**src/rtl/modulo_time_counter_pkg.sv**
```systemverilog
// Shared constants and encodings for the clock/alarm field counters.
// Default moduli cover the hours, minutes and seconds fields.
package time_counter_pkg;

    localparam int HOURS_MODULUS         = 24;
    localparam int MINUTES_MODULUS       = 60;
    localparam int SECONDS_MODULUS       = 60;
    localparam int DEFAULT_HOLD_CYCLES   = 500;
    localparam int DEFAULT_REPEAT_CYCLES = 100;

    typedef enum logic {
        MODE_RUN = 1'b0,
        MODE_SET = 1'b1
    } mode_e;

    typedef enum logic {
        DIR_UP   = 1'b0,
        DIR_DOWN = 1'b1
    } dir_e;

endpackage

```
**src/rtl/modulo_time_counter_if.sv**
```systemverilog
// Control and status bundle of one field counter.
// The master drives the controls and reads back the count and pulses; the slave is the counter itself.
interface modulo_time_counter_if #(
    parameter int WIDTH = 7
);
    logic             clear;
    logic             mode;
    logic             manual_increment;
    logic             manual_decrement;
    logic             count;
    logic             count_down;
    logic [WIDTH-1:0] alarm_value;
    logic [WIDTH-1:0] out;
    logic             ripple_carry_out;
    logic             ripple_borrow_out;
    logic             match;

    modport master (
        output clear, mode, manual_increment, manual_decrement, count, count_down, alarm_value,
        input  out, ripple_carry_out, ripple_borrow_out, match
    );

    modport slave (
        input  clear, mode, manual_increment, manual_decrement, count, count_down, alarm_value,
        output out, ripple_carry_out, ripple_borrow_out, match
    );
endinterface

```
**src/rtl/modulo_time_counter_button_repeat.sv**
```systemverilog
// Button edge detector with hold-to-repeat timer.
// step is combinational so the parent's registered count moves one cycle after the qualifying edge.
module button_repeat #(
    parameter int HOLD_CYCLES   = 500,
    parameter int REPEAT_CYCLES = 100
) (
    input  logic clk,
    input  logic reset_n,
    input  logic clear,
    input  logic cancel,
    input  logic btn,
    output logic step
);
    localparam int HW = $clog2(HOLD_CYCLES + 1);
    localparam int RW = (REPEAT_CYCLES > 1) ? $clog2(REPEAT_CYCLES) : 1;
    localparam logic [HW-1:0] HOLD_MAX = HW'(HOLD_CYCLES);
    localparam logic [RW-1:0] REP_LAST = RW'(REPEAT_CYCLES - 1);

    logic          hist_q, hist_d;
    logic [HW-1:0] hold_q, hold_d;
    logic [RW-1:0] rep_q, rep_d;
    logic          rise;
    logic          repeat_tick;

    // hold_q saturates at HOLD_CYCLES; from then on rep_q paces the repeats, firing on each return to zero
    always_comb begin
        hist_d      = btn;
        hold_d      = hold_q;
        rep_d       = rep_q;
        rise        = btn & ~hist_q;
        repeat_tick = btn & (hold_q == HOLD_MAX) & (rep_q == '0);
        if (clear || cancel || !btn) begin
            hold_d = '0;
            rep_d  = '0;
        end else if (hold_q != HOLD_MAX) begin
            hold_d = hold_q + HW'(1);
        end else begin
            rep_d = (rep_q == REP_LAST) ? '0 : rep_q + RW'(1);
        end
        step = (rise | repeat_tick) & ~cancel;
    end

    // History resets high so a button held through reset produces no step
    always_ff @(posedge clk) begin
        if (!reset_n) begin
            hist_q <= 1'b1;
            hold_q <= '0;
            rep_q  <= '0;
        end else begin
            hist_q <= hist_d;
            hold_q <= hold_d;
            rep_q  <= rep_d;
        end
    end
endmodule

```
**src/rtl/modulo_time_counter.sv**
```systemverilog
// Modulo up/down counter for one time field, cascadable via registered carry/borrow pulses.
// Set mode steps from button edges or auto-repeat; run mode steps on count and raises carry/borrow/match.
module modulo_time_counter
    import time_counter_pkg::*;
#(
    parameter int MODULUS       = HOURS_MODULUS,
    parameter int WIDTH         = 7,
    parameter int INIT          = 0,
    parameter int HOLD_CYCLES   = DEFAULT_HOLD_CYCLES,
    parameter int REPEAT_CYCLES = DEFAULT_REPEAT_CYCLES
) (
    input logic                   clk,
    input logic                   reset_n,
    modulo_time_counter_if.slave  bus
);
    localparam logic [WIDTH-1:0] MAX_VAL  = WIDTH'(MODULUS - 1);
    localparam logic [WIDTH-1:0] INIT_VAL = WIDTH'(INIT);

    logic [WIDTH-1:0] out_q, out_d;
    logic             carry_q, carry_d;
    logic             borrow_q, borrow_d;
    logic             match_q, match_d;
    logic [WIDTH-1:0] inc_val, dec_val;
    logic             inc_step, dec_step, cancel;

    assign cancel = bus.manual_increment & bus.manual_decrement;

    button_repeat #(.HOLD_CYCLES(HOLD_CYCLES), .REPEAT_CYCLES(REPEAT_CYCLES)) u_inc (
        .clk(clk), .reset_n(reset_n), .clear(bus.clear), .cancel(cancel),
        .btn(bus.manual_increment), .step(inc_step)
    );

    button_repeat #(.HOLD_CYCLES(HOLD_CYCLES), .REPEAT_CYCLES(REPEAT_CYCLES)) u_dec (
        .clk(clk), .reset_n(reset_n), .clear(bus.clear), .cancel(cancel),
        .btn(bus.manual_decrement), .step(dec_step)
    );

    // Set-mode steps never pulse, so adjusting a field leaves the next stage untouched
    always_comb begin
        out_d    = out_q;
        carry_d  = 1'b0;
        borrow_d = 1'b0;
        match_d  = 1'b0;
        inc_val  = (out_q == MAX_VAL) ? '0 : out_q + WIDTH'(1);
        dec_val  = (out_q == '0) ? MAX_VAL : out_q - WIDTH'(1);
        if (bus.clear) begin
            out_d = INIT_VAL;
        end else if (mode_e'(bus.mode) == MODE_SET) begin
            if (inc_step)      out_d = inc_val;
            else if (dec_step) out_d = dec_val;
        end else if (bus.count) begin
            if (dir_e'(bus.count_down) == DIR_DOWN) begin
                out_d    = dec_val;
                borrow_d = (out_q == '0);
            end else begin
                out_d   = inc_val;
                carry_d = (out_q == MAX_VAL);
            end
            match_d = (out_d == bus.alarm_value);
        end
    end

    always_ff @(posedge clk) begin
        if (!reset_n) begin
            out_q    <= INIT_VAL;
            carry_q  <= 1'b0;
            borrow_q <= 1'b0;
            match_q  <= 1'b0;
        end else begin
            out_q    <= out_d;
            carry_q  <= carry_d;
            borrow_q <= borrow_d;
            match_q  <= match_d;
        end
    end

    assign bus.out               = out_q;
    assign bus.ripple_carry_out  = carry_q;
    assign bus.ripple_borrow_out = borrow_q;
    assign bus.match             = match_q;
endmodule

```
**src/flat_wrapper.sv**
```systemverilog
// flat-port wrapper written by rule: the top's interface ports become plain ports
module modulo_time_counter_flat import time_counter_pkg::*;
#(
    parameter int MODULUS       = HOURS_MODULUS,
    parameter int WIDTH         = 7,
    parameter int INIT          = 0,
    parameter int HOLD_CYCLES   = DEFAULT_HOLD_CYCLES,
    parameter int REPEAT_CYCLES = DEFAULT_REPEAT_CYCLES
)
  (clk, reset_n, bus_clear, bus_mode, bus_manual_increment, bus_manual_decrement, bus_count, bus_count_down, bus_alarm_value, bus_out, bus_ripple_carry_out, bus_ripple_borrow_out, bus_match);
  modulo_time_counter_if #(.WIDTH(WIDTH)) bus_i ();
  input logic clk;
  input logic reset_n;
  input wire logic [$bits(bus_i.clear)-1:0] bus_clear;
  input wire logic [$bits(bus_i.mode)-1:0] bus_mode;
  input wire logic [$bits(bus_i.manual_increment)-1:0] bus_manual_increment;
  input wire logic [$bits(bus_i.manual_decrement)-1:0] bus_manual_decrement;
  input wire logic [$bits(bus_i.count)-1:0] bus_count;
  input wire logic [$bits(bus_i.count_down)-1:0] bus_count_down;
  input wire logic [$bits(bus_i.alarm_value)-1:0] bus_alarm_value;
  output wire logic [$bits(bus_i.out)-1:0] bus_out;
  output wire logic [$bits(bus_i.ripple_carry_out)-1:0] bus_ripple_carry_out;
  output wire logic [$bits(bus_i.ripple_borrow_out)-1:0] bus_ripple_borrow_out;
  output wire logic [$bits(bus_i.match)-1:0] bus_match;
  assign bus_i.clear = bus_clear;
  assign bus_i.mode = bus_mode;
  assign bus_i.manual_increment = bus_manual_increment;
  assign bus_i.manual_decrement = bus_manual_decrement;
  assign bus_i.count = bus_count;
  assign bus_i.count_down = bus_count_down;
  assign bus_i.alarm_value = bus_alarm_value;
  assign bus_out = bus_i.out;
  assign bus_ripple_carry_out = bus_i.ripple_carry_out;
  assign bus_ripple_borrow_out = bus_i.ripple_borrow_out;
  assign bus_match = bus_i.match;
  modulo_time_counter #(.MODULUS(MODULUS), .WIDTH(WIDTH), .INIT(INIT), .HOLD_CYCLES(HOLD_CYCLES), .REPEAT_CYCLES(REPEAT_CYCLES)) u_core (.clk(clk), .reset_n(reset_n), .bus(bus_i));
endmodule
```
**config.mk**
```make
export PLATFORM = sky130hd
export DESIGN_NAME = modulo_time_counter_flat
export DESIGN_NICKNAME = d
export VERILOG_FILES = /design/src/rtl/modulo_time_counter_pkg.sv /design/src/rtl/modulo_time_counter_if.sv /design/src/rtl/modulo_time_counter_button_repeat.sv /design/src/rtl/modulo_time_counter.sv /design/src/flat_wrapper.sv
export SDC_FILE = /design/constraint.sdc
export NUM_CORES = 1
export LEC_CHECK = 0
export ABC_AREA = 0
export CAP_MARGIN = 20
export CORE_ASPECT_RATIO = 2
export CORE_MARGIN = 3
export CORE_UTILIZATION = 52
export CTS_CLUSTER_DIAMETER = 100
export DETAILED_ROUTE_END_ITERATION = 12
export PLACE_DENSITY = 0.76
export SYNTH_ARGS = -nofsm -noshare
export SYNTH_HDL_FRONTEND = slang
export SYNTH_HIERARCHICAL = 1
export SYNTH_SLANG_ARGS = --single-unit
export TNS_END_PERCENT = 10
```
**constraint.sdc**
```tcl
create_clock -name clk -period 2.5 [get_ports clk]
set_clock_uncertainty 0.05 [all_clocks]
set_input_delay 0.5 -clock clk [delete_from_list [all_inputs] [get_ports clk]]
set_output_delay 0.5 -clock clk [all_outputs]
set_load 0.02 [all_outputs]
```
==> results of run 1 <==
-- sequential cells by signal (all words and copies together) (netlist names), 7 cells and up --
name	count
u_core/u_inc/hold_q	9
u_core/u_dec/rep_q	7
u_core/u_dec/hold_q	9
u_core/u_inc/rep_q	7
u_core/bus.out	7
-- cell usage in the layout, fill, tap and decap left out, types with 6 or more instances in the layout --
| cell | count |
|---|---|
| a21oi_1 | 20 |
| clkbuf_8 | 6 |
| nor3_1 | 16 |
| xor2_1 | 8 |
| nor2_1 | 35 |
| ha_1 | 11 |
| o21ai_0 | 9 |
| buf_4 | 36 |
| or3_1 | 7 |
| xnor2_1 | 23 |
| dfxtp_1 | 44 |
| a211oi_1 | 6 |
| nand4_1 | 8 |
| clkdlybuf4s50_1 | 24 |
| inv_1 | 16 |
| nand2b_1 | 11 |
| nand2_1 | 19 |
| nand3_1 | 10 |
-- what timing repair did --
action | CTS | global route
pin swaps | 0 | 4
endpoints found under the setup margin | 1 | 4
buffers inserted | 0 | 1
gates resized for setup | 2 | 6
gates cloned | 0 | 0
-- through the flow --
step	util (%)	instances	cell area, sq um	worst slack [ns]	TNS, ns
after floorplan	-	334	2888	0.02156	0
after global placement	63.58	436	3356	-0.3009	-0.3643
after detailed placement	63.58	436	3356	-0.3390	-0.5837
after CTS	65.60	444	3462	0.01101	0
after global routing	66.33	445	3501	-0.02480	-0.03457
final	66.33	445	3501	0.03570	0
-- synthesized netlist by cell type, types with 5 or more instances --
cell type,number
nor2b_1,5
nor2_1,35
or3_1,7
clkbuf_1,6
nand3_1,10
xnor2_1,23
o21ai_0,10
nand2_1,20
buf_6,6
xor2_1,8
a211oi_1,6
nand2b_1,11
inv_1,16
dfxtp_1,44
nor3_1,16
ha_1,11
nand4_1,8
a21oi_1,20
-- how the worst min path moves through the flow --
stage / cells past startpoint / endpoint / slack, ns
after global placement: 2 / u_core/u_inc/rep_q[1] / 0.43
after detailed placement: 2 / u_core/u_inc/rep_q[1] / 0.46
after floorplan: 2 / u_core/u_dec/rep_q[1] / 0.41
after CTS: 2 / u_core/u_dec/hold_q[8] / 0.48
after global routing: 2 / u_core/u_inc/rep_q[1] / 0.48
final: 2 / u_core/u_dec/hold_q[8] / 0.47
-- power breakdown --
group	switching, uW	leakage, uW	total, uW	internal [uW]
clock network	242	0.0000510	463	221
logic	150	0.000969	310	160
registers	14.2	0.000356	723	709
total	406	0.00138	1500	1090
-- routing by layer --
metal | vias up | part of all wire (%) | GRT usage [%]
met3 | 28 | 3.7 | 3.596
met4 | 0 | 4.7 | 10.89
li1 | 1293 | - | -
met2 | 61 | 53 | 36.59
met1 | 1196 | 39 | 23.20
met5 | - | 0 | 0
-- logic make-up (layout without fill, tap and decap cells) --
family / count (synthesis) / count (layout) / share of synthesized area [%]
XOR/XNOR: 31 / 31 / 9.402
AND/OR/NAND/NOR: 147 / 147 / 32.37
flip-flops: 44 / 44 / 30.50
adder cells (fa/ha/maj): 11 / 11 / 4.766
buffers and inverters: 31 / 84 / 5.806
AO/OA/AOI/OAI: 67 / 67 / 16.12
multiplexers: 3 / 3 / 1.040
-- area by class of cell --
cell class / instances / area [sq um] / area share [%]
Multi-Input combinational cell: 259 / 1884 / 53.82
Sequential cell: 44 / 880.8 / 25.16
Timing Repair Buffer: 60 / 510.5 / 14.58
Clock buffer: 6 / 82.58 / 2.359
Tap cell: 58 / 72.57 / 2.073
Inverter: 16 / 60.06 / 1.716
Clock inverter: 2 / 10.01 / 0.2859
-- worst register-to-register path: cells and delay by family (launching register included) --
kind	cells	cell delay, ns
AOI/OAI and AO/OA	2	0.40
adders and majority gates	1	0.19
xor gates and xnor gates	1	0.11
and+or+nand+nor	3	0.67
buffers and inverters	3	0.48
DFF	1	0.41
==> results list, run 1 <==
- The flow ran to the end, and the final reports show no timing, DRC or antenna violations.
- CP max stage cell: or4_4
* Category of the most critical setup path: in -> reg
* Average cell area after synthesis: 8.646 sq um
- In this run the most critical hold path is launched from u_core/u_dec/hold_q[8].
* Peak Freq: 405.8 MHz
- The first routing iteration left 112 violations.
- STA classifies the critical path endpoint as a register.
- During I/O placement, the number of pins put on the boundary was 25.
- Cell family contributing the most delay on the critical path: simple AND/OR/NAND/NOR gates
* Sequential cell area fraction in the yosys report: 30.50%
* Via count of the routed design: 2,578
- Reg2reg setup slack: 0.12 ns
- Clock tree synthesis found a total of 44 sinks.
* Clock tree from TritonCTS: yes
* Top fanout value on the critical path: 3
* Post-Syn Area: 0.002888 sq mm
* Cells after Synth: 334
- Entering global routing, the biggest net connects 18 pins.
- The area growth from synthesis to layout is 21.23%.
- Clock tree synthesis inserted a total of 5 buffers.
* Number of global-route vias before repair: 2,443
- Clock latency on the worst-skew pair: 0.30 ns
- Number of nets in the layout: 412
* Total setup violations reported at the end of the flow: 0
* Register bit count reported by yosys: 44
- Initial core utilization: 54.72%
* Final Hold Viols: 0
- The netlist uses 61 different library cells.
* Final cycle utilization of the critical path: 98.57%
- Core area: 0.005278 sq mm
- Synth top area share: 30.50%
* Dpl hpwl: 5002 um
- Crit path depth: 7
- In the routed design, unresolved DRC markers number 0.
- At the worst endpoint, the arrival time is 2.64 ns.
* Final antenna-violating net count: 0
- The critical path starts at bus_count_down.
* CP Capture Point: u_core/bus.match
- Synthesized Nets: 360
- Clock edge transition at the registers on the reported setup and hold paths: 0.08 ns
- Count of input and output buffers: 24
* Quantity of hold-fixing buffers added after cts: 0
- Destination of the worst register-to-register timing path: u_core/bus.match
- In this design, the stage delay of the slowest critical-path cell is 0.53 ns.
- Worst IR Drop VDD: 507.2 uV
- Total wire length after detailed routing: 6568 um
* Avg WL per Cell: 14.76 um
- dfxtp_1 takes more of the synthesized area than any other cell.
* Worst setup SP type: input pin
* Max-slew headroom: 67.18%
- Summed over all cells, the static leakage comes to 0.001376 uW.
* Cell-by-cell listing of the critical path: clkdlybuf4s50_1 > or4b_4 > and3_4 > a211oi_4 > xnor2_1 > or4_4 > nor4_4
- Worst-margin pin slew: 0.4916 ns
- Worst path bufs/invs: 1
- DR vias/cell: 5.793
- Cell Rows: 37
- Post-Route Hold Slack: 0.4697 ns
- Power spread over the standard cell area amounts to 427.2 mW/mm^2.
- Aggregate global-route resource usage: 20.94%
* Antenna cells: 0
* Total of max-cap violations: 0
- The die is 58.70 um wide.
- H-Tree Depth: 2
* Overflow after GRT: 0
- Root Buffer Master: clkbuf_8
* Primary flip-flop cell chosen by synthesis mapping: dfxtp_1
* Max-slew violation total from the final report: 0
- Yosys printed 6 warnings.
* Launch instance of the worst register-to-register path: u_core/bus.out[0]
- Data required, critical path: 2.67 ns
- Wire length of the first global-routing pass: 10,890 um
- Cell types with the largest area share after synthesis: dfxtp_1 (31%), xnor2_1 (7.0%), ha_1 (4.8%), nor2_1 (4.5%), a21oi_1 (3.5%)
- Fraction of registers with async set or reset after synthesis: 0%
- Of the cells placed in the final design, the portion with a size suffix greater than 1 is 19.64%.
- In this run the vertical extent of the chip is 111.4 um.
- Antenna violations before repair: 0
- The synthesized design contains 0 enable-type register cells.
- Area of the die: 0.006538 sq mm
- Minimum period implied by the final worst setup slack: 2.464 ns
- Class of the worst hold path: reg -> reg
- At the end of routability-driven placement, the weighted congestion stood at 0.8785.
- Number of detailed-routing iterations run before antenna repair: 4
* Maximum count of clock buffers along a single path: 2
- Total Power: 1496 uW
* Cells on worst reg2reg path: 10
* Fill cell count: 472
(Power assumes the default switching activity.)
==> run 2, diff against run 1 <==
--- a/config.mk
+++ b/config.mk
@@ -9,10 +9,11 @@
 export CAP_MARGIN = 20
 export CORE_ASPECT_RATIO = 2
 export CORE_MARGIN = 3
-export CORE_UTILIZATION = 52
+export CORE_UTILIZATION = 59
+export CTS_BUF_LIST = sky130_fd_sc_hd__clkbuf_8 sky130_fd_sc_hd__clkbuf_16
 export CTS_CLUSTER_DIAMETER = 100
 export DETAILED_ROUTE_END_ITERATION = 12
-export PLACE_DENSITY = 0.76
+export PLACE_DENSITY = 0.81
 export SYNTH_ARGS = -nofsm -noshare
 export SYNTH_HDL_FRONTEND = slang
 export SYNTH_HIERARCHICAL = 1
==> constraint.sdc (replaced) <==
create_clock -name clk -period 3.15 [get_ports clk]
set_clock_uncertainty 0.05 [all_clocks]
set_input_delay 0.63 -clock clk [delete_from_list [all_inputs] [get_ports clk]]
set_output_delay 0.63 -clock clk [all_outputs]
set_load 0.02 [all_outputs]
==> run 2 against run 1 <==
First-iteration DRC count decreased by 55%. Global-route usage increased by 2.7 points. Non-clock buffer count decreased by 27. Cell count decreased by 7.0%. Cell area decreased by 7.6%. Power decreased by 27%. Sequential share of layout area increased by 2.1 points. Routed wire length decreased by 2.5%. Largest cell class unchanged.
==> results list, run 2 (synthesis gave the netlist of run 1 again) <==
- The run finished with clean final reports.
- Of the available clock period, the critical path in the final layout requires 87.83%.
- The clock net sink count was 44 (unchanged).
- Gates resized, CTS repair: 0 (-2)
* Area of the die: 0.005821 sq mm (-11%)
* Initial core utilization: 61.63% (+6.9 points)
- Avg WL per Cell: 15.46 um (+4.8%)
- Final antenna-violating net count: 0 (unchanged)
* Root Buffer Master: clkbuf_8
- The worst-case headroom to the max-slew limit came to 60.79% (-6.4 points).
* Leading cell types in the layout, fill and taps excluded: dfxtp_1 (44), nor2_1 (35), clkdlybuf4s50_1 (24)
- The die span in x came to 55.47 um (-5.5%).
- The number of nets in the final layout was 385 (-6.6%).
* Count of input and output buffers: 24 (unchanged)
- The hold buffer count at CTS is 0 (unchanged).
- Height of the die: 104.9 um (-5.8%)
* Class of the worst hold path: reg -> reg
- Setup crit end kind: register
* Sum of negative setup slack: 0 ns (unchanged)
- Post-synthesis to final-layout area growth: 12.00%
- Boundary Pins: 25 (unchanged)
- First-iteration detailed-routing DRC count: 50 (-55%)
- Largest net degree at the start of global routing: 19 (+1)
* Aggregate global-route resource usage: 23.65% (+2.7 points)
* Category of the most critical setup path: reg -> reg
* Clock latency on the worst-skew pair: 0.29 ns (about the same)
- Worst-margin pin slew: 0.5821 ns (+0.09049 ns)
* Worst setup SP type: register
- The max capacitance violation total was 0 (unchanged).
* Antenna violations before repair: 0 (unchanged)
- Most frequent standard cell in the layout excluding fill and tap cells: dfxtp_1
- The post-route standard cell area excluding fillers came to 0.003234 sq mm (-7.6%).
- Routability Congestion: 0.9473 (+7.8%)
* Residual DRC count: 0 (unchanged)
- Core area: 0.004686 sq mm (-11%)
- Final Hold Viols: 0 (unchanged)
- Via count of the routed design: 2,502 (-2.9%)
- The utilization of the core after routing came to 69.03% (+2.7 points).
- The number of iterations in the first detailed-routing pass came to 4 (unchanged).
* Worst IR Drop VDD: 320.4 uV (-37%)
- Total setup violations reported at the end of the flow: 0 (unchanged)
- The HPWL after detailed placement was 5126 um (+2.5%).
- Number of buffers created by CTS: 5 (unchanged)
- Placed inst area: 0.003157 sq mm (-5.9%)
* Top fanout value on the critical path: 9 (+6)
* Cells after DPL: 407 (-6.7%)
* Cell Rows: 35 (-5.4%)
- The setup fix buffers added after clock tree synthesis came to 0 (unchanged).
- The maximum level of the CTS H-tree was 2 (unchanged).
- The antenna diode count is 0 (unchanged).
* CP arrival: 2.94 ns (+0.30 ns)
* Cell Count, Final, Fillers Out: 414 (-7.0%)
- Minimum period implied by the final worst setup slack: 2.767 ns
* Total Power: 1098 uW (-27%)
- Static timing analysis puts the maximum clock frequency at 361.4 MHz.
- The max-slew violation count came to 0 (unchanged).
* Share of cells above drive strength 1: 11.70% (-7.9 points)
- TritonCTS built the clock tree.
* Data required, critical path: 3.32 ns (+0.65 ns)
- Pleak: 0.001226 uW (-11%)
- The global-route wire length before repair is 11,240 um (+3.2%).
* Number of global-route vias before repair: 2,566 (+5.0%)
* Power density relative to cell area: 339.5 mW/mm^2 (-21%)
* Cells on worst reg2reg path: 12 (+2)
- The largest registers in the layout are u_core/u_dec/hold_q (9), u_core/u_inc/hold_q (9).
- The largest buffer count on any clock path came to 2 (unchanged).
- Setup repair after global routing left no endpoint under its margin.
- The average via count per standard cell was 6.043 (+4.3%).
- Overflow after GRT: 0 (unchanged)
- The register clock-pin slew on the reported worst setup and hold paths was 0.08 ns (about the same).
- Total wire length after detailed routing: 6401 um (-2.5%)
- The number of cells on the worst hold path came to 2 (unchanged).
run 2: cell count changes in the layout (fill, tap and decap cells not counted), sizes merged:
cell | previous run | this run
buf | 36 | 9
clkbuf | 6 | 5
clkinv | 2 | 1
inv | 16 | 17
run 2: routing by layer:
| layer | GRT usage [%] | part of all wire (%) |
|---|---|---|
| met5 | 0 | 0 |
| met4 | 12.00 | 4.5 |
| met3 | 3.708 | 3.5 |
| met2 | 47.54 | 57 |
| met1 | 21.43 | 35 |
run 2: layout make-up:
cell class	instances	area [sq um]
Inverter	16	60.06
Clock inverter	2	8.758
Clock buffer	5	68.82
Timing Repair Buffer	33	307.8
Fill cell	396	1451
Tap cell	55	68.82
Sequential cell	44	880.8
Multi-Input combinational cell	259	1839
run 2: worst paths after layout:
check / start / to / slack [ns]
max: u_core/u_inc/hold_q[0] / u_core/bus.out[2] / 0.38
min: u_core/u_dec/rep_q[1] / u_core/u_dec/rep_q[1] / 0.45
max reg2reg: u_core/u_inc/hold_q[0] / u_core/bus.out[2] / 0.38
min reg2reg: u_core/u_dec/rep_q[1] / u_core/u_dec/rep_q[1] / 0.45
run 2: critical path, stage by stage, from the launching register on:
cell	delay [ns]
dfxtp_1	0.34
inv_1	0.10
ha_1	0.20
nand4b_4	0.21
nor2_2	0.24
nand4_1	0.14
a21oi_1	0.36
buf_4	0.22
nor2_1	0.05
a221oi_1	0.26
a31oi_1	0.07
a211o_1	0.31
a21oi_1	0.13
run 2: where the power goes:
group	switching (uW)	internal [uW]
combinational	103	95.8
clock	176	148
sequential	13.3	563
run 2: stage by stage:
step	setup WS, ns	hold slack, ns
final	0.3832	0.4516
after global routing	0.1684	0.4841
after CTS	0.3818	0.4489
after detailed placement	0.1755	0.4393
after global placement	0.2118	0.4324
after floorplan	0.6391	0.4136
==> edit (settings of run 1) <==
Reset style: asynchronous (`reset_n`), changed in 2 clocked blocks.
--- a/src/rtl/modulo_time_counter_button_repeat.sv
+++ b/src/rtl/modulo_time_counter_button_repeat.sv
@@ -41,7 +41,7 @@
     end
 
     // History resets high so a button held through reset produces no step
-    always_ff @(posedge clk) begin
+    always_ff @(posedge clk or negedge reset_n) begin
         if (!reset_n) begin
             hist_q <= 1'b1;
             hold_q <= '0;
--- a/src/rtl/modulo_time_counter.sv
+++ b/src/rtl/modulo_time_counter.sv
@@ -60,7 +60,7 @@
         end
     end
 
-    always_ff @(posedge clk) begin
+    always_ff @(posedge clk or negedge reset_n) begin
         if (!reset_n) begin
             out_q    <= INIT_VAL;
             carry_q  <= 1'b0;
Formal check against the unedited RTL: differs if reset_n is asserted again (counterexample within 4 cycles, from zero or initial values and one cycle with reset_n low); with reset_n held inactive, the same outputs for 10 cycles.
==> edit against run 1 <==
Non-clock buffer count up 1; wire length up 17%; critical endpoint is now u_core/bus.match; global-route usage increased by 4.8 points; area after synthesis increased by 0.69%; setup slack gained 0.017 ns; count of clock-buffer cells in the layout is the same; sequential cell count is the same; core utilization increased by 0.85 points; largest cell class unchanged; design area up 1.3%; sequential share of layout area increased by 6.0 points.
Power is not compared: it rests on default switching activity, and its combinational part moved more than twofold at a synthesized area within 25%.
==> edit: results <==
metrics = {
    "placed_design": {
        "placed_cell_area_um2": 3430,
        "dpl.hpwl_um": 6020,
        "gp_congestion": 1.01,
        "dp_slack_ns": -0.0558,
        "placed_cells": 441,
    },
    "final_layout": {
        "buf_share_pct": 14.8,
        "inv_count": 21,
        "syn_to_final_growth_pct": 21.9,
        "design.seq.count": 44,
        "stdcell_count": 449,
        "area_share_clock_buf_inv_pct": 2.40,
        "area.sequential_um2": 1100,
        "buffers": 61,
        "fin_nets": 416,
        "nMultiInputCombCells": 257,
        "drive_gt1_share_pct": 17.1,
        "n_fill_cell": 455,
    },
    "global_routing": {
        "grt_use_total_pct": 25.7,
        "grt_pass1_wl_um": 13200,
        "met2_usage_pct": 45.9,
        "met3_usage_pct": 3.94,
        "grt_pass1_vias": 2852,
    },
    "worst_setup_path": {
        "critPathArrivalTime_ns": 2.65,
        "critPathMaxFanout": 6,
        "cpPeakStageDelay_ns": 0.60,
    },
    "synth": {
        "synth_area_per_cell_um2": 8.58,
        "synth_flop_cell": "dfrtp_1",
        "synth-async-reset-ratio_pct": 100,
        "syn_area_um2": 2910,
        "ys_types": 56,
        "yosys-top-cells-count": "dfrtp_1 (42), nand2_1 (28), nor2_1 (27)",
        "ys_seq_area_share_pct": 38.0,
        "syn_nets": 365,
    },
    "status": {
        "status": "finished, final reports clean",
    },
    "routing": {
        "wl_met1_um": 2750,
        "drtIter0Drc": 128,
        "wl_per_cell_um": 17.2,
        "met2_length_um": 4230,
        "firstDrtPassIters": 5,
        "via_count": 2749,
        "dr_wl_met3_um": 234,
    },
    "clock_network": {
        "cts_resized": 1,
    },
    "sta": {
        "max_slew.worst_pin.slew_ns": 0.559,
    },
}
[edit: kinds of logic after synthesis]
family | synth area share (%)
AND/OR/NAND/NOR | 27.7
AO/OA/AOI/OAI | 18.3
flip-flops | 38.0
buffers and inverters | 5.25
XOR/XNOR | 6.02
adder cells (fa/ha/maj) | 4.73
[edit: final timing paths]
check	start	to	slack (ns)	cells after the start
min in group clk	u_core/u_inc/rep_q[6]	u_core/u_inc/rep_q[6]	0.49	1
worst min register to register	u_core/u_inc/rep_q[6]	u_core/u_inc/rep_q[6]	0.49	1
worst max register to register	u_core/bus.out[5]	u_core/bus.match	0.05	6
worst max-delay path	u_core/bus.out[5]	u_core/bus.match	0.05	6
worst min-delay path	reset_n	u_core/u_inc/rep_q[4]	0.13	1
max in group asynchronous	reset_n	u_core/bus.ripple_carry_out	1.76	2
